===== config.mk =====
export PLATFORM = sky130hd
export DESIGN_NAME = da_slice_mac
export DESIGN_NICKNAME = d
export VERILOG_FILES = /design/src/rtl/da_pkg.sv /design/src/rtl/da_addr_slicer.sv /design/src/rtl/da_slice_mac.sv
export SDC_FILE = /design/constraint.sdc
export NUM_CORES = 1
export LEC_CHECK = 0
export ABC_CLOCK_PERIOD_IN_PS = 12400
export BUFFER_PORTS_ARGS = -buffer_cell sky130_fd_sc_hd__buf_2
export CELL_PAD_IN_SITES_DETAIL_PLACEMENT = 1
export CELL_PAD_IN_SITES_GLOBAL_PLACEMENT = 1
export CORE_ASPECT_RATIO = 0.6
export CORE_MARGIN = 5
export CORE_UTILIZATION = 32
export CTS_CLUSTER_SIZE = 16
export DETAILED_ROUTE_END_ITERATION = 12
export MAX_ROUTING_LAYER = met4
export PLACE_DENSITY = 0.66
export SLEW_MARGIN = 40
export SYNTH_ARGS = -nofsm -noshare
export SYNTH_HDL_FRONTEND = slang
export SYNTH_SLANG_ARGS = --single-unit

===== constraint.sdc =====
create_clock -name clk -period 12.4 [get_ports clk]
set_input_delay 0.62 -clock clk [delete_from_list [all_inputs] [get_ports clk]]
set_output_delay 0.62 -clock clk [all_outputs]
set_load 0.01 [all_outputs]

===== src/rtl/da_pkg.sv =====
// Shared defaults and the FSM state encoding for the distributed-arithmetic MAC slice.
// Holds no logic, so it adds no latency.
// Holds no handshake signals, so there is no backpressure here.
package da_pkg;

  // Default geometry: one LUT per group of DA_NTAP taps. The accumulator must
  // hold LUT_W + DATA_W bits so that the shifted sums can never overflow.
  localparam int DA_DATA_W = 16;
  localparam int DA_NTAP   = 8;
  localparam int DA_LUT_W  = 32;
  localparam int DA_ACC_W  = 48;

  typedef enum logic [1:0] {
    IDLE = 2'd0,
    RUN  = 2'd1,
    DONE = 2'd2
  } da_state_e;

  // Bit-slice counter width. The result is at least 1 so that a one-bit
  // sample width still has a legal counter.
  function automatic int da_cnt_w(input int data_w);
    return (data_w > 1) ? $clog2(data_w) : 1;
  endfunction

endpackage


===== src/rtl/da_addr_slicer.sv =====
// Builds the LUT address from bit bit_idx_i of each latched sample.
// This block is purely combinational, so it has zero latency.
// It has no handshake. Its output is forced to 0 whenever run_i is low.
//
// Ports:
//   samples_i  NTAP*DATA_W  sample i is at samples_i[i*DATA_W +: DATA_W]
//   bit_idx_i  CNT_W        current bit slice (LSB first)
//   run_i      1            high only while the engine is in RUN
//   lut_addr_o NTAP         bit i = samples_i[i][bit_idx_i], or 0 outside RUN
module da_addr_slicer
  import da_pkg::*;
#(
  parameter int DATA_W = DA_DATA_W,
  parameter int NTAP   = DA_NTAP,
  parameter int CNT_W  = da_cnt_w(DATA_W)
) (
  input  logic [NTAP*DATA_W-1:0] samples_i,
  input  logic [CNT_W-1:0]       bit_idx_i,
  input  logic                   run_i,
  output logic [NTAP-1:0]        lut_addr_o
);

  for (genvar i = 0; i < NTAP; i++) begin : g_tap
    logic [DATA_W-1:0] sample;
    assign sample = samples_i[i*DATA_W +: DATA_W];
    // Gating keeps the LUT address quiet outside RUN.
    assign lut_addr_o[i] = run_i & sample[bit_idx_i];
  end

endmodule


===== src/rtl/da_slice_mac.sv =====
// Bit-serial distributed-arithmetic MAC. It reads one coefficient-sum LUT and
//   produces sum_i b_i*sample_i.
// Latency: out_valid rises exactly DATA_W edges after the accept edge. A new
//   group can start at most once every DATA_W+2 cycles.
// Backpressure: with out_ready low the engine holds DONE and out_data
//   indefinitely. in_ready is high only in IDLE.
//
// Ports:
//   clk, rst_n  clock and asynchronous active-low reset
//   in_valid    sample-group valid (in)
//   in_ready    engine is in IDLE and can accept a group (out)
//   in_data     NTAP samples; sample i is at in_data[i*DATA_W +: DATA_W] (in)
//   lut_addr    current bit slice of every sample (out)
//   lut_data    combinational LUT response to lut_addr (in)
//   out_valid   result valid (out)
//   out_ready   consumer accepts the result (in)
//   out_data    signed partial sum (out)
module da_slice_mac
  import da_pkg::*;
#(
  parameter int DATA_W = DA_DATA_W,
  parameter int NTAP   = DA_NTAP,
  parameter int LUT_W  = DA_LUT_W,
  parameter int ACC_W  = DA_ACC_W
) (
  input  logic                   clk,
  input  logic                   rst_n,
  input  logic                   in_valid,
  output logic                   in_ready,
  input  logic [NTAP*DATA_W-1:0] in_data,
  output logic [NTAP-1:0]        lut_addr,
  input  logic [LUT_W-1:0]       lut_data,
  output logic                   out_valid,
  input  logic                   out_ready,
  output logic [ACC_W-1:0]       out_data
);

  localparam int CNT_W = da_cnt_w(DATA_W);
  localparam logic [CNT_W-1:0] LAST_BIT = CNT_W'(DATA_W - 1);

  // Stop elaboration if the accumulator is too narrow to hold the result.
  if (ACC_W < LUT_W + DATA_W) begin : g_width_check
    $error("da_slice_mac: ACC_W must be at least LUT_W + DATA_W");
  end

  da_state_e               state_q, state_d;
  logic [NTAP*DATA_W-1:0]  samples_q, samples_d;
  logic [CNT_W-1:0]        bit_idx_q, bit_idx_d;
  logic [ACC_W-1:0]        acc_q, acc_d;

  logic [ACC_W-1:0]        lut_sext;
  logic [ACC_W-1:0]        slice_term;

  // The LUT value is sign-extended to the full accumulator width before it is
  // shifted. This keeps negative coefficient sums correct at every weight.
  assign lut_sext   = {{(ACC_W-LUT_W){lut_data[LUT_W-1]}}, lut_data};
  assign slice_term = lut_sext << bit_idx_q;

  da_addr_slicer #(
    .DATA_W (DATA_W),
    .NTAP   (NTAP),
    .CNT_W  (CNT_W)
  ) u_slicer (
    .samples_i  (samples_q),
    .bit_idx_i  (bit_idx_q),
    .run_i      (state_q == RUN),
    .lut_addr_o (lut_addr)
  );

  always_ff @(posedge clk or negedge rst_n) begin
    if (!rst_n) begin
      state_q   <= IDLE;
      samples_q <= '0;
      bit_idx_q <= '0;
      acc_q     <= '0;
    end else begin
      state_q   <= state_d;
      samples_q <= samples_d;
      bit_idx_q <= bit_idx_d;
      acc_q     <= acc_d;
    end
  end

  always_comb begin
    state_d   = state_q;
    samples_d = samples_q;
    bit_idx_d = bit_idx_q;
    acc_d     = acc_q;
    in_ready  = 1'b0;
    out_valid = 1'b0;

    unique case (state_q)
      IDLE: begin
        in_ready = 1'b1;
        if (in_valid) begin
          samples_d = in_data;
          bit_idx_d = '0;
          acc_d     = '0;
          state_d   = RUN;
        end
      end

      RUN: begin
        if (bit_idx_q == LAST_BIT) begin
          // In two's complement the MSB carries negative weight, so the last
          // slice is subtracted.
          acc_d     = acc_q - slice_term;
          bit_idx_d = '0;
          state_d   = DONE;
        end else begin
          acc_d     = acc_q + slice_term;
          bit_idx_d = bit_idx_q + 1'b1;
        end
      end

      DONE: begin
        out_valid = 1'b1;
        // The engine returns to IDLE first and accepts a new group only on
        // the next cycle. A group offered during the handshake therefore waits.
        if (out_ready) begin
          state_d = IDLE;
        end
      end

      default: begin
        state_d = IDLE;
      end
    endcase
  end

  // acc_q is held through DONE, so out_data stays stable under backpressure.
  assign out_data = acc_q;

endmodule

==> metrics.md, run 1 <==
| Metric | Value |
|---|---|
| Max-cap viol count | `0` |
| Reg-to-reg endpoint | `out_data[39]` |
| Hold Buf Count CTS | `0` |
| Comb power frac | `between 60 and 70%` |
| Least-Margin Pin Slew | `0.862 ns` |
| CTS Buffer Depth | `2` |
| Yosys warnings | `0` |
| CTS root buf | `clkbuf_16` |
| Post-Syn Nets | `about 1600` |
| Met2 GRT Util | `between 30 and 40%` |
| Sw Pwr | `between 0.002 and 0.003 W` |
| Synthesized area | `13600 um2` |
| Initial antenna violation count | `7` |
| RSZ-0062 raised after global routing | `no` |
| Setup Buffers After CTS | `0` |
| Residual DRC | `0` |
| Power Density | `366 nW/um2` |
| WL/cell | `between 20 and 25 um` |
| Die area | `46800 um2` |
| # setup viols final | `0` |
| VDD IR max | `about 0.19 mV` |
| Post-route minimum period | `just over 7 ns` |
| Cells after Synth | `roughly 1400` |
| Worst-path maximum fanout | `between 40 and 50` |
| Crit path DAT | `7.36 ns` |
| Number of nets still failing antenna checks after routing | `0` |
| Internal | `between 0.002 and 0.003 W` |
| Post-synth EDFFs | `0` |
| GP Congestion | `~0.91` |
| Cell variety after synth | `slightly below 80` |
| DR vias/cell | `roughly 5.4` |
| Grt met3 use | `approximately 4.0%` |
| Layout cells sized above 1 | `approximately a third` |
| Status | `finished, final reports clean` |
| Final hold vios | `0` |
| I/O Buffers | `221` |
| Clock-pin slew on the worst setup and hold paths | `roughly 0.090 ns` |
| Sw frac | `between 40% and 50%` |
| Post-Route Skew | `roughly 0.023 ns` |
| Area Growth Syn to Fin | `16.7%` |
| Vias | `about 11000` |
| Final non-filler cell total | `2110` |
| Starting Density | `32.4%` |
| CTS HTree Levels | `4` |
| Clock power share | `about 10%` |
| Mean Syn Cell Area | `~10 um2` |
| Fin. max-slew vios | `0` |
| R2R setup slack | `5.34 ns` |
| Fin util | `37.8%` |
| Fillers | `between 4000 and 5000` |
| Final wirelength | `between 40000 and 50000 um` |
| CTS tree | `built` |
| Setup TNS | `0 ns` |
| Main flop type after synthesis | `dfrtp_1` |
| Worst setup EP type | `register` |
| Fin crit share | `between 50% and 60%` |
| Crit path required time | `12.70 ns` |
| Rows | `58` |
| Core Area | `about 42000 um2` |
| Nets | `1736` |
| TritonCTS Buffers | `17` |
| Grt met1 use | `between 20% and 30%` |
| First-pass DRT Iterations | `4` |
| Crit start category | `register` |
| Seq pwr share | `between 20% and 30%` |
| Starting DRT DRC Count | `847` |
| Post-synthesis sequential area ratio | `approximately 33%` |
| Tot Pwr | `slightly below 0.006 W` |
| First-pass GRT wire length | `between 70000 and 80000 um` |
| Number of global-route vias before repair | `between 10000 and 15000` |
| Top Ports | `around 220` |
| Clk sinks | `between 150 and 200` |
| Flops & latches, synth | `roughly 180` |
| Worst setup path category | `reg2reg` |
| R2R depth | `22` |
| Grt peak-use layer | `met2` |
| Gates resized, CTS repair | `0` |
| Die W | `roughly 280 um` |
| Die H | `between 150 and 200 um` |
| Max Fclk | `around 140 MHz` |
| Slew margin rel. | `around two fifths` |
| Synth async-reset ratio | `between 90% and 100%` |
| Largest net degree at the start of global routing | `120` |
| HP Class | `in2async` |
| Dpl cells | `about 2100` |
| GRT Total Usage | `around a fifth` |
| Total leakage power | `slightly below 7 nW` |
| Worst skew pair latency | `0.46 ns` |
| HPWL after DPL | `between 30000 and 40000 um` |
| Global route overflow | `0` |
| Critical R2R Launch | `bit_idx_q[0]` |
| WHS | `about 0.14 ns` |
## power by group through the flow
stage	registers, W	logic, W	clock network, W
finish	0.00119	0.00402	0.000597
floorplan	0.00111	0.00298	0
global route	0.00123	0.00442	0.000644
global placement	0.00118	0.00392	0
detailed placement	0.00120	0.00399	0
CTS	0.00119	0.00401	0.000618
## cell usage after synthesis (8+ instances only)
| cell | n | area [um2] |
|---|---|---|
| buf_1 | 14 | 52.6 |
| a21oi_1 | 87 | 435 |
| o21ai_0 | 102 | 510 |
| a21o_1 | 27 | 203 |
| clkbuf_1 | 52 | 195 |
| buf_6 | 8 | 90.1 |
| nor2_1 | 70 | 263 |
| mux2_2 | 145 | 1630 |
| and2_1 | 17 | 106 |
| xnor2_1 | 40 | 350 |
| ha_1 | 50 | 626 |
| nand2_1 | 137 | 514 |
| inv_1 | 24 | 90.1 |
| o22ai_1 | 17 | 106 |
| buf_2 | 8 | 40.0 |
| nand2b_1 | 15 | 93.8 |
| mux4_2 | 56 | 1260 |
| nor2b_1 | 11 | 68.8 |
| mux2i_1 | 49 | 490 |
| nand4_1 | 10 | 62.6 |
| a31oi_1 | 16 | 100 |
| dfrtp_1 | 182 | 4550 |
| nand3_1 | 27 | 135 |
| nor3_1 | 13 | 65.1 |
| o31ai_1 | 8 | 60.1 |
| xor2_1 | 42 | 368 |
## per-stage QoR
stage / setup WS (ns) / area [um2]
floorplan: 7.27 / 13600
global placement: 5.50 / 15200
detailed placement: 5.50 / 15200
CTS: 5.45 / 15800
global route: 4.87 / 15900
finish: 5.34 / 15900
## worst max-delay path by stage
stage                      start           end  depth (start not counted)
CTS                 bit_idx_q[0]  out_data[40]                         21
global route        bit_idx_q[0]  out_data[39]                         21
global placement    bit_idx_q[1]  out_data[39]                         21
floorplan           bit_idx_q[1]  out_data[40]                         23
finish              bit_idx_q[0]  out_data[39]                         22
detailed placement  bit_idx_q[0]  out_data[40]                         21
## final cells by class
cell class | count | area (um2) | share of cell area, %
inverters | 24 | 90.1 | 0.568
flip-flops and latches | 182 | 4570 | 28.8
clock buffers | 17 | 425 | 2.68
well taps | 570 | 713 | 4.50
multi-input cells | 1061 | 8590 | 54.1
diodes | 6 | 15.0 | 0.0947
repair buffers | 235 | 1250 | 7.91
clock inverters | 15 | 210 | 1.33
## layout by cell type, fill, tap and decap left out, types with 27 or more instances in the layout
master / n
nand2_1: 137
a21o_1: 27
mux2_2: 145
buf_2: 220
ha_1: 50
nor2_1: 69
xnor2_1: 40
o21ai_0: 102
mux4_2: 56
dfrtp_1: 179
xor2_1: 42
mux2i_1: 49
a21oi_1: 87
## kinds of logic after synthesis
logic type,after synthesis,synth area share [%]
compound gates,334,15.3
flops,182,33.5
mux,256,25.8
xor+xnor,82,5.28
fa+ha+maj,51,4.75
simple gates,338,11.9
buf+inv,107,3.50
## worst max-delay path, cell delays in order, from the launching register on
cell and delay, ns:
dfrtp_4 0.83, buf_4 0.47, buf_12 0.29, mux2i_1 0.35
o21ai_0 0.19, a22oi_2 0.34, nor2_1 0.13, nor3_1 0.46
nand3_1 0.48, inv_1 0.26, a21oi_1 0.11, xnor2_1 0.16
ha_1 0.37, nand2_1 0.14, nor3_1 0.26, nand2_1 0.14
a2111oi_1 0.81, nor3_1 0.22, o21bai_1 0.33, a21o_1 0.18
a21oi_1 0.07, xor2_1 0.16, o21ai_0 0.09
## per-layer routing
layer,routed length (um),vias up
li1,-,5356
met1,22500,5781
met2,20800,252
met3,2150,23
met4,486,0
met5,0,-
## state kept, by name, indices dropped and copies added (netlist names)
signal	count
bit_idx_q	4
samples_q	128
state_q	2
out_data	48
(Power assumes the default switching activity.)
==> inputs of run 2 (changes only) <==
ABC_CLOCK_PERIOD_IN_PS = 7100   (was 12400)
clock period = 7.1 ns   (was 12.4 ns; I/O delays follow)
==> run 2 against run 1 <==
  * Cell area increased by 0.46%
  * Maximum frequency increased by 9.2%
  * Wire length increased by 0.71%
  * Sequential power increased by 75%
  * Sequential cell count unchanged
  * Critical path depth decreased by 2
==> metrics.md, run 2 (synthesis gave the netlist of run 1 again) <==
| Metric | Value |
|---|---|
| Least-Margin Pin Slew | `0.755 ns (-0.107 ns)` |
| Fin. max-slew vios | `0 (unchanged)` |
| Area Growth Syn to Fin | `17.2%` |
| CTS HTree Levels | `4 (unchanged)` |
| Post-route minimum period | `6.47 ns (-0.593 ns)` |
| Worst setup path category | `reg2reg` |
| Clock-pin slew on the worst setup and hold paths | `0.10 ns (about the same)` |
| RSZ-0062 raised after global routing | `no` |
| Die area | `46800 um2 (unchanged)` |
| CTS root buf | `clkbuf_16` |
| Number of flip-flops in the largest register | `128 (unchanged)` |
| Final wirelength | `46300 um (+0.71%)` |
| Final hold vios | `0 (unchanged)` |
| WL/cell | `21.9 um (+0.38%)` |
| Fillers | `4842 (+0.64%)` |
| Setup Buffers After CTS | `0 (unchanged)` |
| Crit path required time | `7.46 ns (-5.24 ns)` |
| CTS Buffer Depth | `2 (unchanged)` |
| Max-cap viol count | `0 (unchanged)` |
| Residual DRC | `0 (unchanged)` |
| Clk sinks | `182 (unchanged)` |
| Worst skew pair latency | `0.47 ns (about the same)` |
| HP Class | `in2reg` |
| Initial antenna violation count | `3 (-4)` |
| Largest net degree at the start of global routing | `85 (-29%)` |
| Vias | `11527 (+1.0%)` |
| I/O Buffers | `221 (unchanged)` |
| Number of nets still failing antenna checks after routing | `0 (unchanged)` |
| Post-Route Skew | `0.0190 ns (-0.00415 ns)` |
| VDD IR max | `0.194 mV (+3.0%)` |
| DR vias/cell | `5.44 (+0.67%)` |
| First-pass GRT wire length | `72800 um (+1.1%)` |
| Cell area after layout | `15900 um2 (+0.46%)` |
| TritonCTS Buffers | `17 (unchanged)` |
| Crit start category | `register` |
| GRT Total Usage | `20.3% (+0.24 points)` |
| Global route overflow | `0 (unchanged)` |
| Most frequent cells in the layout | `220 x buf_2, 179 x dfrtp_1, 145 x mux2_2` |
| Fin util | `38.0% (+0.17 points)` |
| Nets | `1746 (+0.58%)` |
| Tot Pwr | `0.0102 W (+75%)` |
| Top Ports | `222 (unchanged)` |
| Worst-path maximum fanout | `46 (+9.5%)` |
| HPWL after DPL | `35300 um (+0.87%)` |
| Rows | `58 (unchanged)` |
| Total leakage power | `6.81 nW (+0.80%)` |
| Slew margin rel. | `49.7% (+8.0 points)` |
| GP Congestion | `0.886 (-2.8%)` |
| Crit path DAT | `6.83 ns (-0.53 ns)` |
| Layout cells sized above 1 | `32.8% (+0.31 points)` |
| Starting DRT DRC Count | `823 (-2.8%)` |
| Register with the most flip-flops | `samples_q` |
| Die H | `170 um (unchanged)` |
| First-pass DRT Iterations | `4 (unchanged)` |
| Fin crit share | `91.1% (+34 points)` |
| Power Density | `638 nW/um2 (+74%)` |
| # setup viols final | `0 (unchanged)` |
| Worst setup EP type | `register` |
| Max Fclk | `155 MHz (+9.2%)` |
| Commonest non-fill, non-tap cell in the layout | `buf_2` |
| Number of global-route vias before repair | `12117 (+0.47%)` |
| CTS tree | `built` |
| Post-DP Area | `15200 um2 (+0.25%)` |
| Setup TNS | `0 ns (unchanged)` |
| Die W | `276 um (unchanged)` |
| Core Area | `41900 um2 (unchanged)` |
| Starting Density | `32.4% (unchanged)` |
| Status | `finished, final reports clean` |
==> run 2: cell count changes in the layout (fill, tap and decap cells not counted), moves of 2 or more <==
cell and delta:
buf_4 +11, inv_16 +3, inv_12 +2, clkinv_4 -2, clkinv_8 -3, buf_6 -2
diode_2 -3
==> run 2: repair_timing <==
action,in CTS,in global routing
endpoints found under the hold margin,82,0
gates resized for setup,0,0
hold buffers,1,0
==> run 2: final timing paths <==
check                         startpoint            end  slack, ns  cells after the start
max                         bit_idx_q[0]   out_data[47]       0.63                     20
min                           in_data[8]   samples_q[8]       0.11                      2
max reg2reg                 bit_idx_q[0]   out_data[47]       0.63                     20
min reg2reg                samples_q[67]  samples_q[67]       0.51                      1
max in group asynchronous          rst_n   bit_idx_q[3]       5.38                      3
min in group asynchronous          rst_n   out_data[47]       0.49                      2
==> run 2: final cells by class <==
type	instances	area (um2)	share of cell area, %
multi-input combinational	1061	8580	53.9
sequential	182	4570	28.7
timing repair buffer	245	1310	8.24
tap	570	713	4.48
clock buffer	17	425	2.67
clock inverter	15	236	1.48
inverter	24	90.1	0.565
antenna	3	7.51	0.0471
==> run 2: per-layer routing <==
layer  track usage (%)  vias to the layer above  part of all wire (%)
li1                  -                     5383                     -
met1              29.6                     5879                    51
met2              30.5                      241                    45
met3              2.76                       24                   3.7
met4              3.69                        0                  0.91
met5                 -                        -                     0
==> run 2: metrics by stage <==
step | instances | setup slack [ns] | hold WS, ns
final | 2117 | 0.634 | 0.111
after global routing | 2117 | 0.318 | 0.0885
after CTS | 2113 | 0.802 | 0.0796
after detailed placement | 2080 | 0.844 | 0.457
after global placement | 2080 | 0.472 | 0.451
after floorplan | 1350 | 1.97 | 0.0594
==> run 2: critical path: stages, from the launching register on <==
cell	delay (ns)
dfrtp_4	0.84
buf_4	0.41
mux4_2	0.57
mux2i_1	0.40
nand2_1	0.13
o21ai_0	0.51
nand2b_1	0.26
nor3_1	0.62
a31oi_1	0.22
nand3_1	0.12
o221ai_1	0.12
ha_1	0.36
and3_1	0.25
a21o_1	0.21
a21oi_1	0.18
a21boi_0	0.21
nand2_1	0.13
a211o_1	0.31
xor2_1	0.19
o21bai_1	0.08
a22o_1	0.19
==> run 2: where the power goes <==
| group | leakage (nW) | internal, W | switching [W] |
|---|---|---|---|
| sequential | 2.16 | 0.00162 | 0.000453 |
| clock | 0.322 | 0.000513 | 0.000599 |
| combinational | 4.33 | 0.00311 | 0.00387 |
| total | 6.81 | 0.00525 | 0.00492 |
==> inputs of run 3 (changes only) <==
CORE_UTILIZATION = 45   (was 32)
PLACE_DENSITY = 0.87   (was 0.66)
==> run 3 against run 2 <==
  * Cell area down 1.4%
  * Clock skew down 0.0059 ns
  * Die area down 28%
  * Register-to-register slack better by 0.07 ns
  * Via count up 2.4%
  * Sequential cell count unchanged
  * Wire length down 0.48%
  * First-iteration DRC count up 13%
  * Non-clock buffer count unchanged
  * Global-route usage up 8.1 points
  * Cell count down 7.2%
  * Critical endpoint unchanged
  * Highest routed layer unchanged
==> metrics.md, run 3 (synthesis gave the netlist of run 1 again) <==
| Metric | Value |
|---|---|
| Status | `finished, final reports clean` |
| I/O Buffers | `221 (unchanged)` |
| Global route overflow | `0 (unchanged)` |
| Most frequent cells in the layout | `220 x buf_2, 179 x dfrtp_1, 145 x mux2_2` |
| Worst skew pair latency | `0.46 ns (about the same)` |
| Top Ports | `222 (unchanged)` |
| Die W | `234 um (-15%)` |
| Post-route minimum period | `6.39 ns (-0.0711 ns)` |
| Residual DRC | `0 (unchanged)` |
| DR vias/cell | `6.01 (+10%)` |
| Register with the most flip-flops | `samples_q` |
| Post-Route Skew | `0.0131 ns (-0.00591 ns)` |
| Commonest non-fill, non-tap cell in the layout | `buf_2` |
| Met2 GRT Util | `43.2% (+13 points)` |
| Final hold vios | `0 (unchanged)` |
| R2R setup slack | `0.71 ns (+0.07 ns)` |
| Grt peak-use layer | `met2` |
| Crit path required time | `7.44 ns (-0.02 ns)` |
| Worst setup path category | `reg2reg` |
| Die area | `33900 um2 (-28%)` |
| Fillers | `3461 (-29%)` |
| Number of flip-flops in the largest register | `128 (unchanged)` |
| CTS root buf | `clkbuf_16` |
| Clock-pin slew on the worst setup and hold paths | `0.08 ns (-0.02 ns)` |
| Max Fclk | `156 MHz (+1.1%)` |
| Crit path DAT | `6.74 ns (-0.09 ns)` |
| Fin util | `52.6% (+15 points)` |
| Grt met1 use | `39.2% (+9.6 points)` |
| Fin. max-slew vios | `0 (unchanged)` |
| Vias | `11803 (+2.4%)` |
| Core Area | `29900 um2 (-29%)` |
| Worst setup EP type | `register` |
| Slew margin rel. | `45.4% (-4.3 points)` |
| Die H | `145 um (-15%)` |
| Final wirelength | `46100 um (-0.48%)` |
| Starting DRT DRC Count | `926 (+13%)` |
| Starting Density | `45.5% (+13 points)` |
| Final non-filler cell total | `1964 (-7.2%)` |
| Dpl cells | `1918 (-7.8%)` |
| Layout cells sized above 1 | `32.8% (-0.065 points)` |
| CTS tree | `built` |
| Nets | `1746 (unchanged)` |
| Setup TNS | `0 ns (unchanged)` |
| Area Growth Syn to Fin | `15.6%` |
| WL/cell | `23.5 um (+7.3%)` |
| GRT Total Usage | `28.3% (+8.1 points)` |
| Initial antenna violation count | `11 (+8)` |
| Fin crit share | `90.1% (-1.0 points)` |
| Number of nets still failing antenna checks after routing | `0 (unchanged)` |
| Rows | `49 (-16%)` |
| HPWL after DPL | `34600 um (-1.9%)` |
| Least-Margin Pin Slew | `0.819 ns (+0.0641 ns)` |
| Number of global-route vias before repair | `12561 (+3.7%)` |
| Max-cap viol count | `0 (unchanged)` |
| Clk sinks | `182 (unchanged)` |
| HP Class | `in2reg` |
| RSZ-0062 raised after global routing | `no` |
| Crit start category | `register` |
| First-pass DRT Iterations | `5 (+1)` |
| TritonCTS Buffers | `17 (unchanged)` |
| Worst-path maximum fanout | `64 (+39%)` |
| CTS HTree Levels | `4 (unchanged)` |
| Grt met3 use | `5.51% (+2.8 points)` |
| GP Congestion | `0.959 (+8.2%)` |
| CTS Buffer Depth | `2 (unchanged)` |
| # setup viols final | `0 (unchanged)` |
| First-pass GRT wire length | `72200 um (-0.81%)` |
| Largest net degree at the start of global routing | `100 (+18%)` |
==> run 3: final cells by class <==
type	instances	area (um2)	area share [%]
Tap cell	408	510	3.25
Timing Repair Buffer	245	1340	8.54
Clock buffer	18	439	2.79
Antenna cell	12	30.0	0.191
Multi-Input combinational cell	1061	8580	54.6
Clock inverter	14	156	0.995
Sequential cell	182	4570	29.1
Inverter	24	90.1	0.573
==> run 3: repair_timing <==
item,4_1_cts,5_1_grt
endpoints found under the hold margin,67,0
setup buffers,0,0
resized for setup,0,0
endpoints found under the setup margin,0,0
hold buffers,1,0
==> run 3: path summary, 6_finish.rpt <==
| path | from | to | cells after the start |
|---|---|---|---|
| min | in_data[43] | samples_q[43] | 2 |
| min reg2reg | samples_q[112] | samples_q[112] | 1 |
| min in group asynchronous | rst_n | samples_q[116] | 2 |
| max in group asynchronous | rst_n | bit_idx_q[1] | 4 |
| max reg2reg | bit_idx_q[1] | out_data[47] | 21 |
| max | bit_idx_q[1] | out_data[47] | 21 |
==> run 3: worst max-delay path: stages, from the launching register on <==
cell	delay (ns)
dfrtp_4	0.97
buf_4	0.41
mux2i_1	0.47
nand3_1	0.14
o311ai_1	0.19
nand4_1	0.24
o2bb2a_1	0.35
nand4b_1	0.29
nor2_1	0.35
a21oi_1	0.13
xor2_1	0.25
ha_1	0.39
a2111oi_0	0.59
nand2b_1	0.11
o21ai_0	0.10
a21oi_1	0.11
a21boi_0	0.22
nand2_1	0.14
a211o_1	0.30
xor2_1	0.21
o21bai_1	0.10
a22o_1	0.20
==> run 3: layer usage <==
layer	up-vias	wire [um]
met2	390	21100
met4	0	842
met5	-	0
li1	5389	-
met3	55	3020
met1	5969	21200
==> run 3: metrics by stage <==
stage / hold slack (ns) / setup slack [ns] / instance area [um2]
floorplan: 0.0594 / 1.97 / 13600
global placement: 0.485 / 1.08 / 15000
global route: 0.102 / 0.146 / 15700
finish: 0.117 / 0.705 / 15700
detailed placement: 0.479 / 0.827 / 15000
CTS: 0.0971 / 0.748 / 15700
Power of run 3 is left out: the tool's default activity adds up to more than one toggle a clock period on the data nets, which glitch-free logic cannot reach.
